$ cat config.mk
export PLATFORM = sky130hd
export DESIGN_NAME = loop_nest_ctrl
export DESIGN_NICKNAME = d
export VERILOG_FILES = /design/src/rtl/loop_nest_ctrl_pkg.sv /design/src/rtl/loop_index_counter.sv /design/src/rtl/loop_nest_ctrl.sv
export SDC_FILE = /design/constraint.sdc
export NUM_CORES = 1
export LEC_CHECK = 0
export CORE_MARGIN = 4
export CORE_UTILIZATION = 40
export DETAILED_ROUTE_END_ITERATION = 6
export PLACE_DENSITY = 0.72
export SYNTH_ARGS = -nofsm -noshare
export SYNTH_HDL_FRONTEND = slang
export SYNTH_HIERARCHICAL = 1
export SYNTH_SLANG_ARGS = --single-unit
$ cat constraint.sdc
create_clock -name clk -period 2.4 [get_ports clk]
set_input_delay 0.48 -clock clk [delete_from_list [all_inputs] [get_ports clk]]
set_output_delay 0.48 -clock clk [all_outputs]
set_load 0.005 [all_outputs]
$ cat src/rtl/loop_nest_ctrl_pkg.sv
// Shared definitions for the nested-loop step controller: default index
// widths and the controller state encodings.
package loop_nest_ctrl_pkg;

    // Default index / terminal-value widths.
    localparam int INNER_W_DEFAULT = 7;
    localparam int OUTER_W_DEFAULT = 7;

    // Controller state encodings. Kept as plain constants so that older
    // blocks and debug scripts that decode the raw state bits keep working.
    localparam logic [1:0] ST_IDLE = 2'd0;
    localparam logic [1:0] ST_RUN  = 2'd1;
    localparam logic [1:0] ST_DONE = 2'd2;

    // True when the encoding is one of the three legal states.
    function automatic logic state_is_legal(input logic [1:0] st);
        return (st == ST_IDLE) || (st == ST_RUN) || (st == ST_DONE);
    endfunction

endpackage

$ cat src/rtl/loop_index_counter.sv
// One loop index: counts 0..last, wraps to zero after `last`, holds when
// not stepped. `clear` forces the index back to zero and wins over `step`.
module loop_index_counter
    import loop_nest_ctrl_pkg::*;
#(
    parameter int W = INNER_W_DEFAULT
) (
    input  logic         clk,
    input  logic         rst_n,
    input  logic         clear,
    input  logic         step,
    input  logic [W-1:0] last,
    output logic [W-1:0] idx,
    output logic         at_last
);

    logic [W-1:0] idx_q;
    logic [W-1:0] idx_d;

    // Full-width unsigned equality, so an all-ones terminal never wraps early.
    assign at_last = (idx_q == last);
    assign idx     = idx_q;

    // Next index: clear, wrap at the terminal value, increment, or hold.
    always_comb begin
        // NOTE: assigning a default before any branch keeps this block purely
        // combinational; a path that leaves idx_d unassigned would infer a latch.
        idx_d = idx_q;
        if (clear) begin
            idx_d = '0;
        end else if (step) begin
            if (at_last) begin
                idx_d = '0;
            end else begin
                idx_d = idx_q + W'(1);
            end
        end
    end

    // Index register with asynchronous active-low reset.
    always_ff @(posedge clk or negedge rst_n) begin
        // NOTE: state registers use non-blocking assignments so every flop
        // samples pre-edge values, independent of block evaluation order.
        if (!rst_n) begin
            idx_q <= '0;
        end else begin
            idx_q <= idx_d;
        end
    end

endmodule

$ cat src/rtl/loop_nest_ctrl.sv
// Nested-loop step controller. On start it captures the inner and outer
// terminal indices and then issues (outer_idx, inner_idx) steps in
// outer-major order, one per non-stalled cycle, followed by a one-cycle
// done pulse. abort cancels a run at any time without a done pulse.
module loop_nest_ctrl
    import loop_nest_ctrl_pkg::*;
#(
    parameter int INNER_W = INNER_W_DEFAULT,
    parameter int OUTER_W = OUTER_W_DEFAULT
) (
    input  logic               clk,
    input  logic               rst_n,
    input  logic               start,
    input  logic               abort,
    input  logic               stall,
    input  logic [INNER_W-1:0] inner_last,
    input  logic [OUTER_W-1:0] outer_last,
    output logic               busy,
    output logic               step_valid,
    output logic [INNER_W-1:0] inner_idx,
    output logic [OUTER_W-1:0] outer_idx,
    output logic               row_first,
    output logic               row_last,
    output logic               done
);

    logic [1:0]         state_q;
    logic [1:0]         state_d;
    logic [INNER_W-1:0] inner_cfg_q;
    logic [INNER_W-1:0] inner_cfg_d;
    logic [OUTER_W-1:0] outer_cfg_q;
    logic [OUTER_W-1:0] outer_cfg_d;

    logic in_idle;
    logic in_run;
    logic in_done;
    logic launch;
    logic step_take;
    logic idx_clear;
    logic inner_at_last;
    logic outer_at_last;
    logic outer_step;
    logic final_step;

    // State decode.
    assign in_idle = (state_q == ST_IDLE);
    assign in_run  = (state_q == ST_RUN);
    assign in_done = (state_q == ST_DONE);

    // A run is launched only from IDLE, and abort always wins over start.
    assign launch = in_idle & start & ~abort;

    // A step is issued whenever RUN is not stalled; it only advances the
    // indices when no abort cancels the run in the same cycle.
    assign step_take  = in_run & ~stall & ~abort;
    assign outer_step = step_take & inner_at_last;
    assign final_step = outer_step & outer_at_last;

    // Outside RUN the indices are held at zero; abort zeroes them as well.
    assign idx_clear = abort | ~in_run;

    loop_index_counter #(
        .W (INNER_W)
    ) u_inner_cnt (
        .clk     (clk),
        .rst_n   (rst_n),
        .clear   (idx_clear),
        .step    (step_take),
        .last    (inner_cfg_q),
        .idx     (inner_idx),
        .at_last (inner_at_last)
    );

    loop_index_counter #(
        .W (OUTER_W)
    ) u_outer_cnt (
        .clk     (clk),
        .rst_n   (rst_n),
        .clear   (idx_clear),
        .step    (outer_step),
        .last    (outer_cfg_q),
        .idx     (outer_idx),
        .at_last (outer_at_last)
    );

    // Next-state logic; abort returns to IDLE from any state.
    always_comb begin
        state_d = state_q;
        unique case (state_q)
            ST_IDLE: if (launch)     state_d = ST_RUN;
            ST_RUN:  if (final_step) state_d = ST_DONE;
            ST_DONE: state_d = ST_IDLE;
            default: state_d = ST_IDLE;
        endcase
        if (abort || !state_is_legal(state_q)) begin
            state_d = ST_IDLE;
        end
    end

    // Terminal values are captured only at launch and ignored afterwards.
    always_comb begin
        inner_cfg_d = inner_cfg_q;
        outer_cfg_d = outer_cfg_q;
        if (launch) begin
            inner_cfg_d = inner_last;
            outer_cfg_d = outer_last;
        end
    end

    // State and configuration registers.
    always_ff @(posedge clk or negedge rst_n) begin
        if (!rst_n) begin
            state_q     <= ST_IDLE;
            inner_cfg_q <= '0;
            outer_cfg_q <= '0;
        end else begin
            state_q     <= state_d;
            inner_cfg_q <= inner_cfg_d;
            outer_cfg_q <= outer_cfg_d;
        end
    end

    // Status outputs come from the state decode; the step qualifiers follow
    // stall combinationally so the datapath sees them in the same cycle.
    assign busy       = in_run;
    assign done       = in_done;
    assign step_valid = in_run & ~stall;
    assign row_first  = step_valid & (inner_idx == '0);
    assign row_last   = step_valid & inner_at_last;

endmodule
==> out/metrics.yaml, run 1 <==
final_net_count: 209
cp_data_required_time_ps: 1920
fmax_ghz: 0.4217
instances_no_fill: 235
timing.final.crit_share: 0.9881
grt_antenna_before_repair: 0
dp_slack_ps: -103.2
finalCriticalPeriod_ps: 2371
p_leak_nw: 0.9073
powerDensity_nw_per_um2: 542.1
first_global_vias: 1330
portBuffers: 37
hold_ws_ps: 526.2
via_per_inst: 5.170
final_util: 0.5936
total_power_mw: 1.205
cts_tree: "done"
max-slew-margin-rel: 0.6893
cp.arrival_ps: 1890
coreArea_um2: 3744
clock-sinks: 30
cap_violations: 0
final_common_cell: "clkdlybuf4s50_1"
worstHoldPathCells: 1
htreeDepth: 2
drive_gt1_frac: 0.2674
dp_cells: 224
cp-startpoint: "stall"
reg2reg_depth: 10
hp-start: "inner_cfg_q[0]"
critPathKind: "primary input to output pin"
vdd_drop_max_mv: 0.3572
r2r-start: "u_inner_cnt/idx[5]"
regArea_um2: 753.2
hold_viol: 0
fp.dieH_um: 71.01
cts_buffers: 5
synth_cell_type_count: 32
grt_pass1_wl_um: 6003
fin_ws_ps: 28.64
multiInputGateArea_um2: 814.5
synth_ff_type: "dfrtp_1"
layout_common_cells: "clkdlybuf4s50_1 (36), dfrtp_1 (28), buf_4 (18)"
ys_warn_count: 6
rrSetupSlack_ps: 130
syn_area_um2: 1588
routedWlPerCell_um: 14.89
fill_cells: 307
hold_end: "inner_cfg_q[0]"
root_buffer: "clkbuf_8"
drv_slew: 0
grt_usage: 0.1499
clkLatencyLatePin_ps: 270
rows: 22
power_frac_clock: 0.323
switchingPower_mw: 0.2918
ios: 38
min_path_type: "register to register"
gp_congestion: 0.7635
p_sw_frac: 0.2423
wirelength_um: 3500
dr.pass1.iters: 4
vias: 1215
syn_nets: 153
skew_ps: 4.366
syn_area_per_cell_um2: 12.03
setup_viol: 0
die_area_um2: 5042
drc: 0
p_int_mw: 0.9128
rsz0062_at_grt: "true"
initial_core_util: 0.4241
grt_max_degree: 31
p_seq_frac: 0.498
clk_pin_slew_ps: 60
hpwl_um: 2521
ys_seq_area_frac: 0.4728
ant_nets: 0
area_growth_pct: 39.95
initialDrtViolationCount: 36
start_kind: "primary input"
worstPathMaxFanout: 3
cp-end-kind: "output pin"
holdBufCountCts: 0
outcome: "finished, final reports clean"
netlist_instances: 132
diodes: 0
pwr-share-comb: 0.179
synth_edf_count: 0
grt-ovfl-total: 0
synth_seq_cells: 30
reg2reg_to: "u_outer_cnt/idx[6]"
synth-async-reset-ratio: 1.000
cts_buffer_depth: 2
die_w_um: 71.01
tightest_slew_ps: 462.5
worst max path at each step:
stage / slack [ps] / end
global route: -10 / u_outer_cnt/idx[2]
finish: 30 / row_first
global placement: -50 / u_outer_cnt/idx[2]
detailed placement: -100 / u_outer_cnt/idx[2]
floorplan: 270 / u_outer_cnt/idx[3]
CTS: 20 / row_first
stage by stage:
stage | cell area (um2) | TNS, ps
after detailed placement | 2083 | -323.7
after global routing | 2222 | -25.46
after CTS | 2210 | 0
after floorplan | 1588 | 0
final | 2222 | 0
after global placement | 2083 | -54.78
cell families (layout without fill, tap and decap cells):
group	after synthesis	in the layout	synth area share
xor gates and xnor gates	22	22	0.1214
buffers and inverters	8	63	0.02522
AOI/OAI and AO/OA	15	15	0.07250
DFF	30	30	0.4728
and+or+nand+nor	39	39	0.1789
muxes	16	16	0.1135
adders and majority gates	2	2	0.01576
cells in the mapped netlist, types with 3 or more instances:
cell type / count / area [um2]
nor2_1: 3 / 11.26
mux2_2: 16 / 180.2
xor2_1: 14 / 122.6
o32ai_1: 4 / 35.03
xnor2_1: 8 / 70.07
nand2_1: 6 / 22.52
dfrtp_1: 30 / 750.7
a211oi_1: 8 / 60.06
nand4_1: 8 / 50.05
timing repair:
item                       4_1_cts  5_1_grt
pin swaps                        3        1
setup endpoints to repair        1        5
hold endpoints to repair         0        0
setup buffers                    4        1
resized for setup                5        1
layout make-up:
class | count | share of cell area
clock buffer | 6 | 0.03716
tap | 48 | 0.02703
timing repair buffer | 55 | 0.2269
inverter | 2 | 0.003378
sequential | 30 | 0.3390
multi-input combinational | 94 | 0.3666
critical path, cell delays in order:
cell	delay [ps]
clkdlybuf4s50_1	450
nor3b_2	180
buf_4	140
and3_1	140
clkdlybuf4s50_1	490
routing by layer:
| metal | up-vias | track usage | wire, um |
|---|---|---|---|
| met2 | 36 | 0.2513 | 1779 |
| met1 | 583 | 0.1772 | 1465 |
| met5 | - | 0 | 0 |
| met3 | 5 | 0.03409 | 190 |
| li1 | 591 | - | - |
| met4 | 0 | 0.08142 | 65 |
sequential cells by signal (all words and copies together), names as in the netlist:
name / cells
u_inner_cnt/idx: 7
state_q: 2
inner_cfg_q: 7
u_outer_cnt/idx: 7
outer_cfg_q: 7
power groups by stage:
stage / registers [mW] / logic [mW] / clock network (mW)
floorplan: 0.600 / 0.137 / 0
global placement: 0.607 / 0.205 / 0
detailed placement: 0.609 / 0.212 / 0
CTS: 0.601 / 0.217 / 0.401
global route: 0.608 / 0.235 / 0.425
finish: 0.600 / 0.216 / 0.389
(Power assumes the default switching activity.)
==> run 2: changes to the inputs <==
==> constraint.sdc (replaced) <==
create_clock -name clk -period 2.7 [get_ports clk]
set_input_delay 0.54 -clock clk [delete_from_list [all_inputs] [get_ports clk]]
set_output_delay 0.54 -clock clk [all_outputs]
set_load 0.005 [all_outputs]
==> out/metrics.yaml, run 2 (same netlist as run 1, synthesis figures left out) <==
tns_ps: 0  # unchanged
crit_chain: "xnor2_1 > nand4_1 > nor4_4 > and2_1 > clkdlybuf4s50_1"  # was clkdlybuf4s50_1 > nor3b_2 > buf_4 > and3_1 > clkdlybuf4s50_1
final_util: 0.5782  # was 0.5936
dp_cells: 222  # was 224
ant_nets: 0  # unchanged
outcome: "finished, final reports clean"  # unchanged
grt_pass1_wl_um: 5865  # was 6003 um
max-slew-margin-rel: 0.6858  # was 0.6893
cts_tree: "done"  # unchanged
first_global_vias: 1207  # was 1330
tightest_slew_ps: 467.8  # was 462.5 ps
crit_path_top_delay_cell: "clkdlybuf4s50_1"  # unchanged
via_per_inst: 5.230  # was 5.170
cts_buffer_depth: 2  # unchanged
clk_pin_slew_ps: 60  # about the same
finalCriticalPeriod_ps: 2507
multiInputGateArea_um2: 802.0  # was 814.5 um2
rows: 22  # unchanged
clkLatencyLatePin_ps: 270  # about the same
drc: 0  # unchanged
regArea_um2: 750.7  # was 753.2 um2
root_buffer: "clkbuf_8"  # unchanged
diodes: 0  # unchanged
min_path_type: "register to register"  # unchanged
wirelength_um: 3338  # was 3500 um
cp-end-kind: "output pin"  # unchanged
fmax_ghz: 0.3989
critical_path_buf_inv_count: 1  # was 3
start_kind: "register"  # was primary input
grt-ovfl-total: 0  # unchanged
timing.final.crit_share: 0.9286
clock-sinks: 30  # unchanged
total_power_mw: 1.077  # was 1.205 mW
grt_usage: 0.1468  # was 0.1499
skew_ps: 5.060  # was 4.366 ps
grt_antenna_before_repair: 0  # unchanged
coreArea_um2: 3744  # unchanged
hold_viol: 0  # unchanged
vias: 1203  # was 1215
cts_buffers: 5  # unchanged
rsz0062_at_grt: "false"  # was true
p_leak_nw: 0.8679  # was 0.9073 nW
critPathKind: "register to output pin"  # was primary input to output pin
htreeDepth: 2  # unchanged
worstPathMaxFanout: 7  # was 3
cpPeakStageDelay_ps: 500  # was 490 ps
fill_cells: 332  # was 307
final_common_cell: "clkdlybuf4s50_1"  # unchanged
die_w_um: 71.01  # unchanged
layout_common_cells: "clkdlybuf4s50_1 (37), dfrtp_1 (30), mux2_2 (16)"  # was clkdlybuf4s50_1 (36), dfrtp_1 (28), buf_4 (18)
hold_ws_ps: 526.6  # was 526.2 ps
area_growth_pct: 36.33  # was 39.95%
grt_max_degree: 31  # unchanged
routedWlPerCell_um: 14.51  # was 14.89 um
cap_violations: 0  # unchanged
setup_viol: 0  # unchanged
portBuffers: 37  # unchanged
initial_core_util: 0.4241  # unchanged
die_area_um2: 5042  # unchanged
holdBufCountCts: 0  # unchanged
gp_congestion: 0.7607  # was 0.7635
critPathTopFamily: "simple AND/OR/NAND/NOR gates"  # was buffers and inverters
drv_slew: 0  # unchanged
final_net_count: 202  # was 209
fp.dieH_um: 71.01  # unchanged
instances_no_fill: 230  # was 235
ios: 38  # unchanged
cp_data_required_time_ps: 2160  # was 1920 ps
dr.pass1.iters: 4  # unchanged
cp.arrival_ps: 1970  # was 1890 ps
powerDensity_nw_per_um2: 497.8  # was 542.1 nW/um2
vdd_drop_max_mv: 0.3388  # was 0.3572 mV
drive_gt1_frac: 0.2198  # was 0.2674
initialDrtViolationCount: 51  # was 36
hpwl_um: 2489  # was 2521 um
-- run 2: what timing repair did --
item,CTS,global route
hold endpoints to repair,0,0
resized for setup,0,1
setup endpoints to repair,0,1
buffers inserted,0,0
-- run 2: worst paths after layout --
check	cells past startpoint	startpoint	endpoint	slack [ps]
setup / recovery	5	u_inner_cnt/idx[1]	row_last	190
hold / removal	1	inner_cfg_q[5]	inner_cfg_q[5]	530
setup reg to reg	9	u_inner_cnt/idx[1]	u_outer_cnt/idx[6]	420
hold reg to reg	1	inner_cfg_q[5]	inner_cfg_q[5]	530
max in group asynchronous	2	rst_n	inner_cfg_q[3]	1780
min in group asynchronous	2	rst_n	u_outer_cnt/idx[0]	650
-- run 2: layer usage --
metal  share of wire  vias up  track usage
li1                -      579            -
met1            0.45      594       0.1946
met2            0.49       28       0.2235
met3           0.048        2      0.04688
met4           0.012        0      0.05637
met5               0        -            0
-- run 2: cell type report --
| cell class | instances | area share |
|---|---|---|
| Multi-Input combinational cell | 94 | 0.3705 |
| Timing Repair Buffer | 48 | 0.2092 |
| Tap cell | 48 | 0.02775 |
| Inverter | 2 | 0.003468 |
| Clock buffer | 7 | 0.03988 |
| Clock inverter | 1 | 0.002312 |
| Sequential cell | 30 | 0.3468 |
-- run 2: report_power, final --
group          internal (mW)  leakage [nW]  switching (mW)
logic                  0.112         0.433          0.0727
registers              0.499         0.387          0.0348
clock network          0.205        0.0482           0.154
total                  0.815         0.868           0.262
-- run 2: metrics by stage --
stage                     setup WS, ps  cell area (um2)
after floorplan                  570.6             1588
after global placement           151.7             2068
after detailed placement         140.0             2068
after CTS                        142.8             2160
after global routing             49.74             2165
final                            192.8             2165
==> variant 1 (settings of run 2) <==
The package constant `OUTER_W_DEFAULT` goes from 7 to 14.
--- a/src/rtl/loop_nest_ctrl_pkg.sv
+++ b/src/rtl/loop_nest_ctrl_pkg.sv
@@ -6,3 +6,3 @@
     localparam int INNER_W_DEFAULT = 7;
-    localparam int OUTER_W_DEFAULT = 7;
+    localparam int OUTER_W_DEFAULT = 14;
 
Ports: changed (resized outer_idx and outer_last); port bits go from 38 to 52. No check against the original RTL was run, so the function may have changed too.
==> variant 1 against run 2 <==
Final area grew 42%; area after synthesis grew 52%; count of clock-buffer cells in the layout grew 1; maximum frequency shrank 1.8%; clock skew grew 0.75 ps; power grew 34%; non-clock buffer count grew 12; cell count grew 53%; worst setup slack lost 47 ps; global-route usage grew 1.2 points; sequential cell count grew 14; synthesized cell count grew 71%; first-iteration DRC count grew to 2.9 times the old value; wire length grew 69%; critical path type is now input port to output pin; largest cell class unchanged; highest routed layer unchanged.
==> variant 1: results <==
group,metric,value,unit
yosys,synth.top_cells.by_area,"dfrtp_1 46%, mux2_2 9.8%, xor2_1 7.6%",
setup_path,slowest_delay,490,ps
yosys,syn-num-nets,254,
yosys,synth-main-ff-cell,"dfrtp_1",
pwr,comb-power,0.239,mW
setup_path,arrival,2010,ps
detailed_routing,via_per_inst,5.45,
detailed_routing,drt_iter0_drc,146,
placement,portBuffers,51,
sta,skew,5.81,ps
cts,cts_buffer_depth,2,
global_route,antenna_found_initial,0,
final_layout,layout.nets,308,
placement,pre_cts_ws,116,ps
cts,insertion_delay,290,ps
cts,htreeDepth,2,
yosys,seq_area_frac_synth,45.8,%
global_route,grt_pass1_vias,1852,
detailed_routing,drt_pass1_iterations,4,
pwr,p_leak,1.24,nW
global_route,grt_use_total,15.9,%
pwr,ir_worst_vdd,0.208,mV
setup_path,reg2regPathDepth,8,
setup_path,slowest_stage,"clkdlybuf4s50_1",
global_route,grt_max_degree,45,
yosys,avgSynthCellArea,10.6,um2
final_layout,n_fill_cell,519,
cts,cts_resized,0,
pwr,power_density,471,mW/mm2
yosys,async_flop_share,100,%
sta,relSlewSlack,59.8,%
cts,cts_setup_buffers,0,
yosys,synthTopCellsByCount,"44 x dfrtp_1, 21 x mux2_2, 21 x xor2_1, 14 x nand2_1, 12 x nand3_1",
setup_path,worstPathMaxFanout,4,
cts,cts-root-buf,"clkbuf_8",
run_status,status,"finished clean",
global_route,grt_first_pass_wirelength,9360,um
detailed_routing,drt-total-wl,5630,um
final_layout,diodes,0,
placement,hpwl,4000,um
pwr,pwr.group.clock,0.429,mW
cts,numCtsBuffers,5,
final_layout,drive_above_1_share,14.2,%
min_path,hp-class,"input port to async pin",
sta,hold_viol,0,
cts,clk_pin_slew,80,ps
yosys,synth.distinct_cells,42,
job,max_cap_violations,0,
pwr,swShare,25.2,%
yosys,ys_warn_count,6,
setup_path,critPathTopFamily,"buffers and inverters",
placement,gp_congestion,0.760,
## variant 1: area by class of cell
| class | count | area, um2 | area share, % |
|---|---|---|---|
| Inverter | 8 | 30.0 | 0.977 |
| Multi-Input combinational cell | 161 | 1190 | 38.7 |
| Tap cell | 72 | 90.1 | 2.93 |
| Timing Repair Buffer | 60 | 573 | 18.6 |
| Sequential cell | 44 | 1100 | 35.8 |
| Clock buffer | 8 | 90.1 | 2.93 |
## variant 1: worst paths after layout
check                                 endpoint  slack (ps)                from
setup / recovery                     row_first         150               stall
hold / removal                  outer_cfg_q[1]         320               rst_n
setup reg to reg           u_outer_cnt/idx[10]         390  u_inner_cnt/idx[1]
hold reg to reg                 inner_cfg_q[0]         530      inner_cfg_q[0]
max in group asynchronous           state_q[1]        2010               rst_n
min in group clk                inner_cfg_q[0]         530      inner_cfg_q[0]
## variant 1: through the flow
stage	cell area (um2)	std cells
after detailed placement	2980	345
after CTS	3070	353
after floorplan	2410	226
after global placement	2980	345
final	3070	353
after global routing	3070	353
## variant 1: logic make-up (layout without fill, tap and decap cells)
family | after synthesis | after routing | synth area share [%]
AND/OR/NAND/NOR | 80 | 80 | 20.5
flip-flops | 44 | 44 | 45.8
AO/OA/AOI/OAI | 31 | 31 | 8.11
XOR/XNOR | 25 | 25 | 9.10
multiplexers | 23 | 23 | 10.7
buffers and inverters | 21 | 76 | 4.78
adder cells (fa/ha/maj) | 2 | 2 | 1.04
## variant 1: layer usage
| metal | track usage [%] | vias to the layer above | wire (um) |
|---|---|---|---|
| met5 | 0 | - | 0 |
| met4 | 4.75 | 0 | 70 |
| met3 | 3.27 | 5 | 344 |
| met2 | 25.1 | 57 | 2660 |
| met1 | 22.0 | 935 | 2550 |
| li1 | - | 927 | - |
==> variant 2 (config.mk and constraints of run 2) <==
Made on the original files. Reset style: synchronous (`rst_n`), changed in 2 clocked blocks. Comments in the files are not updated.
--- a/src/rtl/loop_index_counter.sv
+++ b/src/rtl/loop_index_counter.sv
@@ -40,3 +40,3 @@
     // Index register with asynchronous active-low reset.
-    always_ff @(posedge clk or negedge rst_n) begin
+    always_ff @(posedge clk) begin
         // NOTE: state registers use non-blocking assignments so every flop
--- a/src/rtl/loop_nest_ctrl.sv
+++ b/src/rtl/loop_nest_ctrl.sv
@@ -110,3 +110,3 @@
     // State and configuration registers.
-    always_ff @(posedge clk or negedge rst_n) begin
+    always_ff @(posedge clk) begin
         if (!rst_n) begin
Formal check against the unedited RTL: differs if rst_n is asserted again (counterexample within 4 cycles, from zero or initial values and one cycle with rst_n low); with rst_n held inactive, the same outputs for 10 cycles.
==> variant 2 against run 2 <==
Global-route usage increased by 0.89 points; critical path depth unchanged; final area decreased by 8.8%; critical path type unchanged; worst hold slack got worse by 60 ps; worst setup slack got worse by 39 ps; highest routed layer unchanged; sequential power decreased by 13%; wire length decreased by 2.3%; power decreased by 15%; area after synthesis decreased by 9.3%; sequential cell count unchanged; cell count increased by 11%; combinational power decreased by 45%.
==> variant 2: results <==
group,metric,value,unit
cts,insertion_delay,330,ps
global_route,grt_first_pass_wirelength,5370,um
pwr,p_leak,0.684,nW
setup_path,slowest_delay,520,ps
placement,portBuffers,37,
yosys,synth.top_cells.by_area,"dfxtp_1 42%, xnor2_1 11%, nand2_1 6.0%",
placement,placed_area,0.00188,mm2
yosys,syn-num-nets,185,
yosys,seq_area_frac_synth,41.7,%
final_layout,layout.nets,229,
cts,cts-root-buf,"clkbuf_4",
run_status,status,"finished clean",
yosys,synthTopCellsByCount,"30 x dfxtp_1, 23 x nand2_1, 19 x nor2_1, 18 x xnor2_1, 14 x nand3_1",
cts,clk_pin_slew,100,ps
placement,pre_cts_ws,130,ps
setup_path,worstPathMaxFanout,6,
cts,htreeDepth,2,
detailed_routing,drt_pass1_iterations,4,
final_layout,drive_above_1_share,11.5,%
setup_path,arrival,2010,ps
detailed_routing,via_per_inst,4.87,
pwr,power.switching,0.218,mW
global_route,grt_max_degree,29,
final_layout,diodes,0,
cts,numCtsBuffers,5,
pwr,ir_worst_vdd,0.312,mV
placement,hpwl,2430,um
final_layout,n_fill_cell,305,
sta,tightestPinTransition,503,ps
yosys,async_flop_share,0,%
placement,gp_congestion,0.769,
sta,skew,13.5,ps
yosys,synth.distinct_cells,26,
global_route,grt_pass1_vias,1256,
global_route,grt_use_total,15.6,%
detailed_routing,drt_iter0_drc,30,
detailed_routing,wl_per_cell,12.8,um
min_path,hp-class,"register to register",
yosys,ys_warn_count,6,
cts,cts_buffer_depth,2,
-- variant 2: cell types whose count changed in the layout (fill, tap and decap cells not counted), moves of 10 or more --
cell,delta
mux2_2,-16
xnor2_1,+10
dfrtp_1,-30
nand2_1,+17
nor2_1,+16
dfxtp_1,+26
nand3_1,+14
-- variant 2: layout make-up --
class                      count  area [um2]  area share [%]
clock buffer                   5        37.5            1.90
clock inverter                 3        40.0            2.03
inverter                       2        7.51           0.380
multi-input combinational    125         801            40.6
sequential                    30         606            30.7
tap                           46        57.6            2.92
timing repair buffer          44         425            21.5
-- variant 2: worst paths after layout --
check	to	startpoint	slack, ps	cells after the start
setup / recovery	row_last	u_inner_cnt/idx[0]	150	5
hold / removal	inner_cfg_q[5]	inner_cfg_q[5]	470	2
setup reg to reg	u_outer_cnt/idx[4]	u_inner_cnt/idx[0]	480	8
hold reg to reg	inner_cfg_q[5]	inner_cfg_q[5]	470	2
-- variant 2: logic make-up (layout without fill, tap and decap cells) --
logic type / after synthesis / after routing / share of synthesized area (%)
muxes: 2 / 2 / 1.39
and+or+nand+nor: 77 / 77 / 26.7
adders and majority gates: 2 / 2 / 1.74
AOI/OAI and AO/OA: 18 / 18 / 9.56
buffers and inverters: 9 / 54 / 3.13
DFF: 30 / 30 / 41.7
xor gates and xnor gates: 26 / 26 / 15.8
-- variant 2: routing by layer --
metal	up-vias	routed length, um	GRT usage [%]
met5	-	0	0
met4	0	53	8.19
met3	4	132	3.61
met2	30	1610	25.6
met1	572	1460	18.7
li1	637	-	-
-- variant 2: power by group through the flow --
stage | Sequential [mW] | Clock [mW] | Combinational (mW)
after floorplan | 0.470 | 0 | 0.0530
after global placement | 0.472 | 0 | 0.0940
after detailed placement | 0.472 | 0 | 0.0972
after CTS | 0.462 | 0.363 | 0.0979
after global routing | 0.463 | 0.374 | 0.111
final | 0.462 | 0.356 | 0.101
-- variant 2: metrics by stage --
stage               instances  util, %  hold WS, ps  total power [mW]
CTS                       254     57.2          469             0.923
finish                    255     57.8          467             0.918
detailed placement        246     54.9          454             0.569
global placement          246     54.9          451             0.566
floorplan                 164        -          440             0.523
global route              255     57.8          499             0.948
-- variant 2: worst max-delay path, delay by kind of cell, from the launching register on --
kind,cells,cell delay [ps]
buffers and inverters,1,520
and+or+nand+nor,3,510
DFF,1,490
xor gates and xnor gates,1,160
-- variant 2: what timing repair did --
item	CTS	global route
endpoints found under the setup margin	0	2
gates resized for setup	0	6
setup buffers	0	1
